`src/rtl/core_dbg_pkg.sv`:
```
// Shared types and defaults for the debug load/run/dump controller.
package core_dbg_pkg;

    localparam int RF_AW          = 5;
    localparam int DEF_IMEM_DEPTH = 64;
    localparam int DEF_XLEN       = 32;
    localparam int DEF_NREGS      = 32;
    localparam int DEF_CYC_W      = 16;

    typedef enum logic [2:0] {
        ST_IDLE,
        ST_LOAD,
        ST_RUN,
        ST_DUMP,
        ST_DONE
    } state_e;

endpackage

```
`src/rtl/core_dbg_timer.sv`:
```
// Loadable down-counter that times the RUN window; saturates at zero.
module core_dbg_timer import core_dbg_pkg::*; #(
    parameter int CYC_W = DEF_CYC_W
) (
    input  logic             clk_i,
    input  logic             rst_i,
    input  logic             load_i,
    input  logic [CYC_W-1:0] val_i,
    input  logic             dec_i,
    output logic             zero_o,
    output logic             one_o
);

    logic [CYC_W-1:0] cnt_q, cnt_d;

    // Next count: load wins over decrement, never go below zero.
    always_comb begin
        cnt_d = cnt_q;
        if (load_i)
            cnt_d = val_i;
        else if (dec_i && (cnt_q != '0))
            cnt_d = cnt_q - 1'b1;
    end

    // Count register with synchronous reset.
    always_ff @(posedge clk_i) begin
        if (rst_i)
            cnt_q <= '0;
        else
            cnt_q <= cnt_d;
    end

    assign zero_o = (cnt_q == '0);
    assign one_o  = (cnt_q == CYC_W'(1));

endmodule

```
`src/rtl/core_dbg_ctrl.sv`:
```
// Program-load / run / register-dump sequencer wrapped around the core.
module core_dbg_ctrl import core_dbg_pkg::*; #(
    parameter  int IMEM_DEPTH = DEF_IMEM_DEPTH,
    parameter  int XLEN       = DEF_XLEN,
    parameter  int NREGS      = DEF_NREGS,
    parameter  int CYC_W      = DEF_CYC_W,
    localparam int AW         = $clog2(IMEM_DEPTH)
) (
    input  logic             CLK,
    input  logic             RST,
    input  logic             start,
    input  logic [CYC_W-1:0] run_cycles,
    input  logic             load_valid,
    output logic             load_ready,
    input  logic [XLEN-1:0]  load_data,
    input  logic             load_last,
    output logic             imem_we,
    output logic [AW-1:0]    imem_waddr,
    output logic [XLEN-1:0]  imem_wdata,
    output logic             core_rst,
    output logic             core_stall,
    output logic [RF_AW-1:0] rf_raddr,
    input  logic [XLEN-1:0]  rf_rdata,
    output logic             dump_valid,
    input  logic             dump_ready,
    output logic [RF_AW-1:0] dump_idx,
    output logic [XLEN-1:0]  dump_data,
    output logic             busy,
    output logic             done,
    output logic             ovf_err
);

    localparam logic [AW-1:0]    LAST_ADDR = AW'(IMEM_DEPTH - 1);
    localparam logic [RF_AW-1:0] LAST_IDX  = RF_AW'(NREGS - 1);

    state_e           state_q, state_d;
    logic [AW-1:0]    waddr_q, waddr_d;
    logic [RF_AW-1:0] idx_q, idx_d;
    logic             ovf_q, ovf_d;
    logic             tmr_load, tmr_dec, tmr_zero, tmr_one;

    // The run length is latched into the timer when start is accepted.
    core_dbg_timer #(.CYC_W(CYC_W)) u_timer (
        .clk_i  (CLK),
        .rst_i  (RST),
        .load_i (tmr_load),
        .val_i  (run_cycles),
        .dec_i  (tmr_dec),
        .zero_o (tmr_zero),
        .one_o  (tmr_one)
    );

    // Next-state and outputs; all outputs are decoded from the registered state.
    always_comb begin
        state_d    = state_q;
        waddr_d    = waddr_q;
        idx_d      = idx_q;
        ovf_d      = ovf_q;
        tmr_load   = 1'b0;
        tmr_dec    = 1'b0;
        load_ready = 1'b0;
        imem_we    = 1'b0;
        imem_wdata = '0;
        core_rst   = 1'b1;
        core_stall = 1'b0;
        dump_valid = 1'b0;
        dump_data  = '0;
        busy       = 1'b0;
        done       = 1'b0;

        case (state_q)
            ST_IDLE, ST_DONE: begin
                if (state_q == ST_DONE) begin
                    // Keep the register file frozen so it can be re-read.
                    done       = 1'b1;
                    core_rst   = 1'b0;
                    core_stall = 1'b1;
                end
                if (start) begin
                    state_d  = ST_LOAD;
                    waddr_d  = '0;
                    idx_d    = '0;
                    ovf_d    = 1'b0;
                    tmr_load = 1'b1;
                end
            end
            ST_LOAD: begin
                busy       = 1'b1;
                load_ready = 1'b1;
                imem_we    = load_valid;
                imem_wdata = load_data;
                if (load_valid) begin
                    waddr_d = waddr_q + 1'b1;
                    // Last slot filled without a last marker truncates the program.
                    if (load_last || (waddr_q == LAST_ADDR)) begin
                        if (!load_last)
                            ovf_d = 1'b1;
                        state_d = tmr_zero ? ST_DUMP : ST_RUN;
                    end
                end
            end
            ST_RUN: begin
                busy     = 1'b1;
                core_rst = 1'b0;
                tmr_dec  = 1'b1;
                if (tmr_one || tmr_zero)
                    state_d = ST_DUMP;
            end
            ST_DUMP: begin
                busy       = 1'b1;
                core_rst   = 1'b0;
                core_stall = 1'b1;
                dump_valid = 1'b1;
                dump_data  = rf_rdata;
                if (dump_ready) begin
                    if (idx_q == LAST_IDX)
                        state_d = ST_DONE;
                    else
                        idx_d = idx_q + 1'b1;
                end
            end
            default: state_d = ST_IDLE;
        endcase
    end

    // State and counter registers with synchronous reset.
    always_ff @(posedge CLK) begin
        if (RST) begin
            state_q <= ST_IDLE;
            waddr_q <= '0;
            idx_q   <= '0;
            ovf_q   <= 1'b0;
        end else begin
            state_q <= state_d;
            waddr_q <= waddr_d;
            idx_q   <= idx_d;
            ovf_q   <= ovf_d;
        end
    end

    assign imem_waddr = waddr_q;
    assign rf_raddr   = idx_q;
    assign dump_idx   = idx_q;
    assign ovf_err    = ovf_q;

endmodule
```
`config.mk`:
```
export PLATFORM = sky130hd
export DESIGN_NAME = core_dbg_ctrl
export DESIGN_NICKNAME = d
export VERILOG_FILES = /design/src/rtl/core_dbg_pkg.sv /design/src/rtl/core_dbg_timer.sv /design/src/rtl/core_dbg_ctrl.sv
export SDC_FILE = /design/constraint.sdc
export NUM_CORES = 1
export LEC_CHECK = 0
export BUFFER_PORTS_ARGS = -buffer_cell sky130_fd_sc_hd__buf_2
export CORE_UTILIZATION = 26
export DETAILED_ROUTE_END_ITERATION = 7
export GPL_TIMING_DRIVEN = 0
export SETUP_SLACK_MARGIN = 0.1
export SLEW_MARGIN = 20
export SYNTH_ARGS = -nofsm -noshare
export SYNTH_HDL_FRONTEND = slang
export SYNTH_SLANG_ARGS = --single-unit
export TNS_END_PERCENT = 100
```
`constraint.sdc`:
```
create_clock -name CLK -period 3 [get_ports CLK]
set_input_delay 0.15 -clock CLK [delete_from_list [all_inputs] [get_ports CLK]]
set_output_delay 0.15 -clock CLK [all_outputs]
set_load 0.005 [all_outputs]
```
After elaboration in Yosys (flattened, before gate mapping) --
Cells that the tools add are included.
Cells by class: $add $sub $neg 3, equality and inequality tests 15, mux-type cells 36, reductions and logical operators 16
Operators with widths (number):
- 32-bit two-way mux | 2
- 16-bit two-way mux | 2
- 3-bit two-way mux | 6
- 16-bit by 1-bit == test with 1-bit output, second input constant | 1
- 16-bit zero test | 1
- 2-bit != test, second input constant | 8
- 16-bit nonzero test | 1
- 16-bit by 1-bit subtractor with 16-bit output, second input constant | 1
- 1-bit two-way mux | 15
- 5-bit two-way mux | 3
- 6-bit two-way mux | 2
- 3-bit case mux with 4 select lines | 1
- 6-bit case mux with 2 select lines | 1
- 5-bit case mux with 2 select lines | 1
- 6-bit by 1-bit adder with 6-bit output, second input constant | 1
- 3-bit by 2-bit == test with 1-bit output, second input constant | 2
- 6-bit == test, second input constant | 1
- 1-bit case mux with 2 select lines | 3
- 6-bit AND reduction | 1
- 2-bit nonzero test | 3
- 5-bit by 1-bit adder with 5-bit output, second input constant | 1
- 5-bit == test, second input constant | 1
- 5-bit AND reduction | 1
- 4-bit AND reduction | 1
- 8 further kinds | 10
Word-level totals: register bits 31, input bits 86, word-level logic and storage cells 75

Logic depth before layout (Yosys ltp) --
word-level depth 5, gate-level depth with buffers 7

Cells and area by module --
A second synthesis with hierarchy kept.
Unflattened totals: cell total of the unflattened synthesis 303, area total of the unflattened synthesis 2326.0 um2
Modules (own cells, without submodules):
- core_dbg_ctrl | times used 1, cells each 181, area an instance 1351.3 um2, sequential area each 300.3 um2
- core_dbg_timer | times used 1, cells each 122, area an instance 974.7 um2, sequential area each 320.3 um2

Least setup slack after synthesis --
No wires, ideal clock.
path type register to register, start point register u_timer.cnt_q[0], end point register u_timer.cnt_q[3], arrival 1948 ps, required time 2909 ps, path slack 961 ps, stages on the path, launching flop included 8, period minus slack after synthesis 2039 ps, path through dfxtp_1 inv_1 ha_1 buf_2 nor3b_1 and4_2 or4_2 a311oi_1
On the way: longest elaborated chain between the ends 3, elaborated cells between the ends (all ways) 6
Ends and longest elaborated chain:
- start, declared | RTL line core_dbg_timer.sv:14 | logic [CYC_W-1:0] cnt_q, cnt_d;
- start signal, assigned | RTL line core_dbg_timer.sv:30 | cnt_q <= cnt_d;
- 16-bit by 1-bit subtractor with 16-bit output / 16-bit nonzero test (equally long branches) | RTL line core_dbg_timer.sv:22, core_dbg_timer.sv:21
- 16-bit two-way mux / 1-bit logical AND (equally long branches) | RTL line core_dbg_timer.sv:21 | else if (dec_i && (cnt_q != '0))
- 16-bit two-way mux / 2-bit nonzero test (equally long branches)
Parallel ways exist; a longest one is shown, timed or not. The select of a mux whose other input is x is not followed. A chain may end at the register's enable or synchronous reset.

Final worst setup path --
Same ends and word-level chain as after synthesis.

==> flow_summary.toml <==
[yosys]
synth_top_area_share_pct = 25.9
async_reset_ff_share_pct = 0
synth_cell_types = 51
seq_area_frac_synth_pct = 25.9
ys.flop_type = "dfxtp_1"
yosysWarnings = 0
syn_nets = 400
syn_inst = 309
yosysTopAreaCell = "dfxtp_1"
netlist_area_um2 = 2390
synth.area.top_cells = "dfxtp_1 26%, and2_1 18%, nor2_1 4.6%, a311oi_1 4.4%, ha_1 2.6%"
synth_area_per_cell_um2 = 7.74
ys_ff_latch = 31
synth-edff-count = 0

[clock_tree]
numClockSinks = 31
hold_buffers = 0
cts_root_buf = "clkbuf_8"
clkTransAtPathRegs_ns = 0.07
cts-htree-levels = 2
post_cts_buffers = 0
cts_tree = "yes"
cts_resized = 0
cts_buffers = 5
clockBufferDepth = 2
clk_latency_ns = 0.28

[floorplanning]
num_rows = 34
core_um2 = 8810
die_x_um = 97.9
die_y_um = 97.9
start_util_pct = 27.2
ios = 174
dieArea_um2 = 9590

[critical_path]
rr_endpoint = "u_timer.cnt_q[3]"
cpMaxStageDelayCell = "or4_2"
path_max_fanout = 9
r2r_start = "u_timer.cnt_q[0]"
crit_required_ns = 3.18
start_kind = "flip-flop"
worstPathArrival_ns = 2.47
end_kind = "flip-flop"
r2r_cells = 7
cp_top_family = "simple AND/OR/NAND/NOR gates"
path_cells = "inv_1 > ha_1 > buf_2 > nor3b_1 > and4_2 > or4_2 > a311oi_1"
path_buf_inv = 2
slowest_delay_ns = 0.60
rrSetupSlack_ns = 0.71
path_class = "flip-flop to flip-flop"

[sta]
hold_viol = 0
finalCritPeriodShare_pct = 76.2
slew_viol_final = 0
rsz0062_at_grt = "false"
relSlewSlack_pct = 47.4
period_minus_slack_ns = 2.29
finalClockSkew_ns = 0.00574
tightestPinTransition_ns = 0.788
setup-violations-final = 0
fmax_mhz = 438
totalNegativeSetupSlack_ns = 0

[global_routing]
grt_pass1_wl_um = 13200
grt_overflow = 0
track_usage_pct = 16.8
grt_pass1_vias = 2845
grt_max_degree = 11
antenna_found_initial = 0

[detailed_routing]
vias = 2887
dr.pass1.iters = 6
remaining_drc_errors = 1
post_drt_wl_per_cell_um = 13.3
drt_iter0_markers = 98
wl_um = 7950
ant_nets = 0
via_per_inst = 4.83

[run_status]
violations = "DRC"
run_status = "complete, but fails checks"

[placement]
io_buffer_count = 173
dp_hpwl_um = 6400
place_congestion = 0.839

[min_path]
hp-class = "primary input to flip-flop"
hold_start = "run_cycles[1]"
min_path_cells = 3
holdPathEnd = "u_timer.cnt_q[1]"

[layout]
drive_gt1_share_pct = 42.2
mostFrequentLayoutCell = "buf_2"
fillers = 912
diodes = 0
final_cell_mix = "178 x buf_2, 67 x and2_1, 31 x dfxtp_1"
areaGrowthSynthToFinish_pct = 46.0
nNetsFinal = 580

[power_and_ir_drop]
p_leak_nw = 1.76
finalPower_mw = 1.65
ir_drop_v = 0.000147
p_per_area_nw_per_um2 = 473

[run]
maxCapViolCount = 0
==> report_power, final <==
group / switching, mW / internal, mW
Combinational: 0.415 / 0.334
Clock: 0.160 / 0.209
Sequential: 0.0708 / 0.464
Total: 0.645 / 1.01
==> worst max path at each step <==
stage,start,to,slack [ns],depth (start not counted)
2_1_floorplan,u_timer.cnt_q[0],u_timer.cnt_q[3],0.96,7
3_3_place_gp,u_timer.cnt_q[0],u_timer.cnt_q[3],0.81,7
3_5_place_dp,u_timer.cnt_q[0],u_timer.cnt_q[3],0.77,7
4_1_cts,u_timer.cnt_q[0],u_timer.cnt_q[3],0.73,7
5_1_grt,u_timer.cnt_q[0],u_timer.cnt_q[3],0.56,7
6_report,u_timer.cnt_q[0],u_timer.cnt_q[3],0.71,7
==> metrics by stage <==
stage               instances  utilization (%)  hold WS [ns]  cell area, µm²  setup WS (ns)
floorplan                 309                -         0.219            2390          0.961
global placement          590             38.5         0.386            3390          0.814
detailed placement        590             38.5         0.413            3390          0.774
CTS                       598             39.7         0.117            3490          0.734
global route              598             39.7         0.130            3490          0.561
finish                    598             39.7         0.120            3490          0.715
==> worst register-to-register path: cells and delay by family, from the launching register on <==
family	cells	cell delay, ns
compound gates	1	0.30
fa+ha+maj	1	0.20
flops	1	0.41
buf+inv	2	0.25
simple gates	3	1.04
==> per-layer routing <==
metal  track usage [%]  vias up  share of wire [%]
met4              5.83        0                1.7
met3              3.51       10                6.2
li1                  -     1468                  -
met1              20.7     1309                 44
met5                 0        -                  0
met2              28.7      100                 48
==> layout make-up <==
cell class | instances | area, µm² | area share [%]
sequential | 31 | 621 | 17.8
timing repair buffer | 173 | 866 | 24.8
clock buffer | 8 | 100 | 2.87
inverter | 9 | 33.8 | 0.967
multi-input combinational | 245 | 1620 | 46.3
tap | 108 | 135 | 3.87
buffer | 24 | 119 | 3.40
==> synthesized netlist by cell type (5+ instances only) <==
master    count
nand3_1      10
and2_1       67
inv_1         9
nor2_1       29
a311oi_1     12
o21ai_0      12
nor3_1        5
xnor2_1       5
nand2_1      12
a21oi_1       9
buf_2         5
nand2b_1      5
ha_1          5
clkbuf_1     12
or4_1         7
a31oi_1       5
o31ai_1       8
or3_1         8
buf_4         6
dfxtp_1      31
==> sequential cells by signal, summed over array words and instances (netlist names) <==
signal         flops
dump_idx           5
imem_waddr         6
ovf_err            1
state_q            3
u_timer.cnt_q     16
==> logic make-up (layout without fill, tap and decap cells) <==
family                   after synthesis  in the layout  synth area share, %
buffers and inverters                 33            214                 6.38
AND/OR/NAND/NOR                      172            172                 44.3
AO/OA/AOI/OAI                         62             62                 18.5
XOR/XNOR                               5              5                 1.83
adder cells (fa/ha/maj)                5              5                 2.62
flip-flops                            31             31                 25.9
multiplexers                           1              1                0.418
Power figures use the tool's default switching activity.
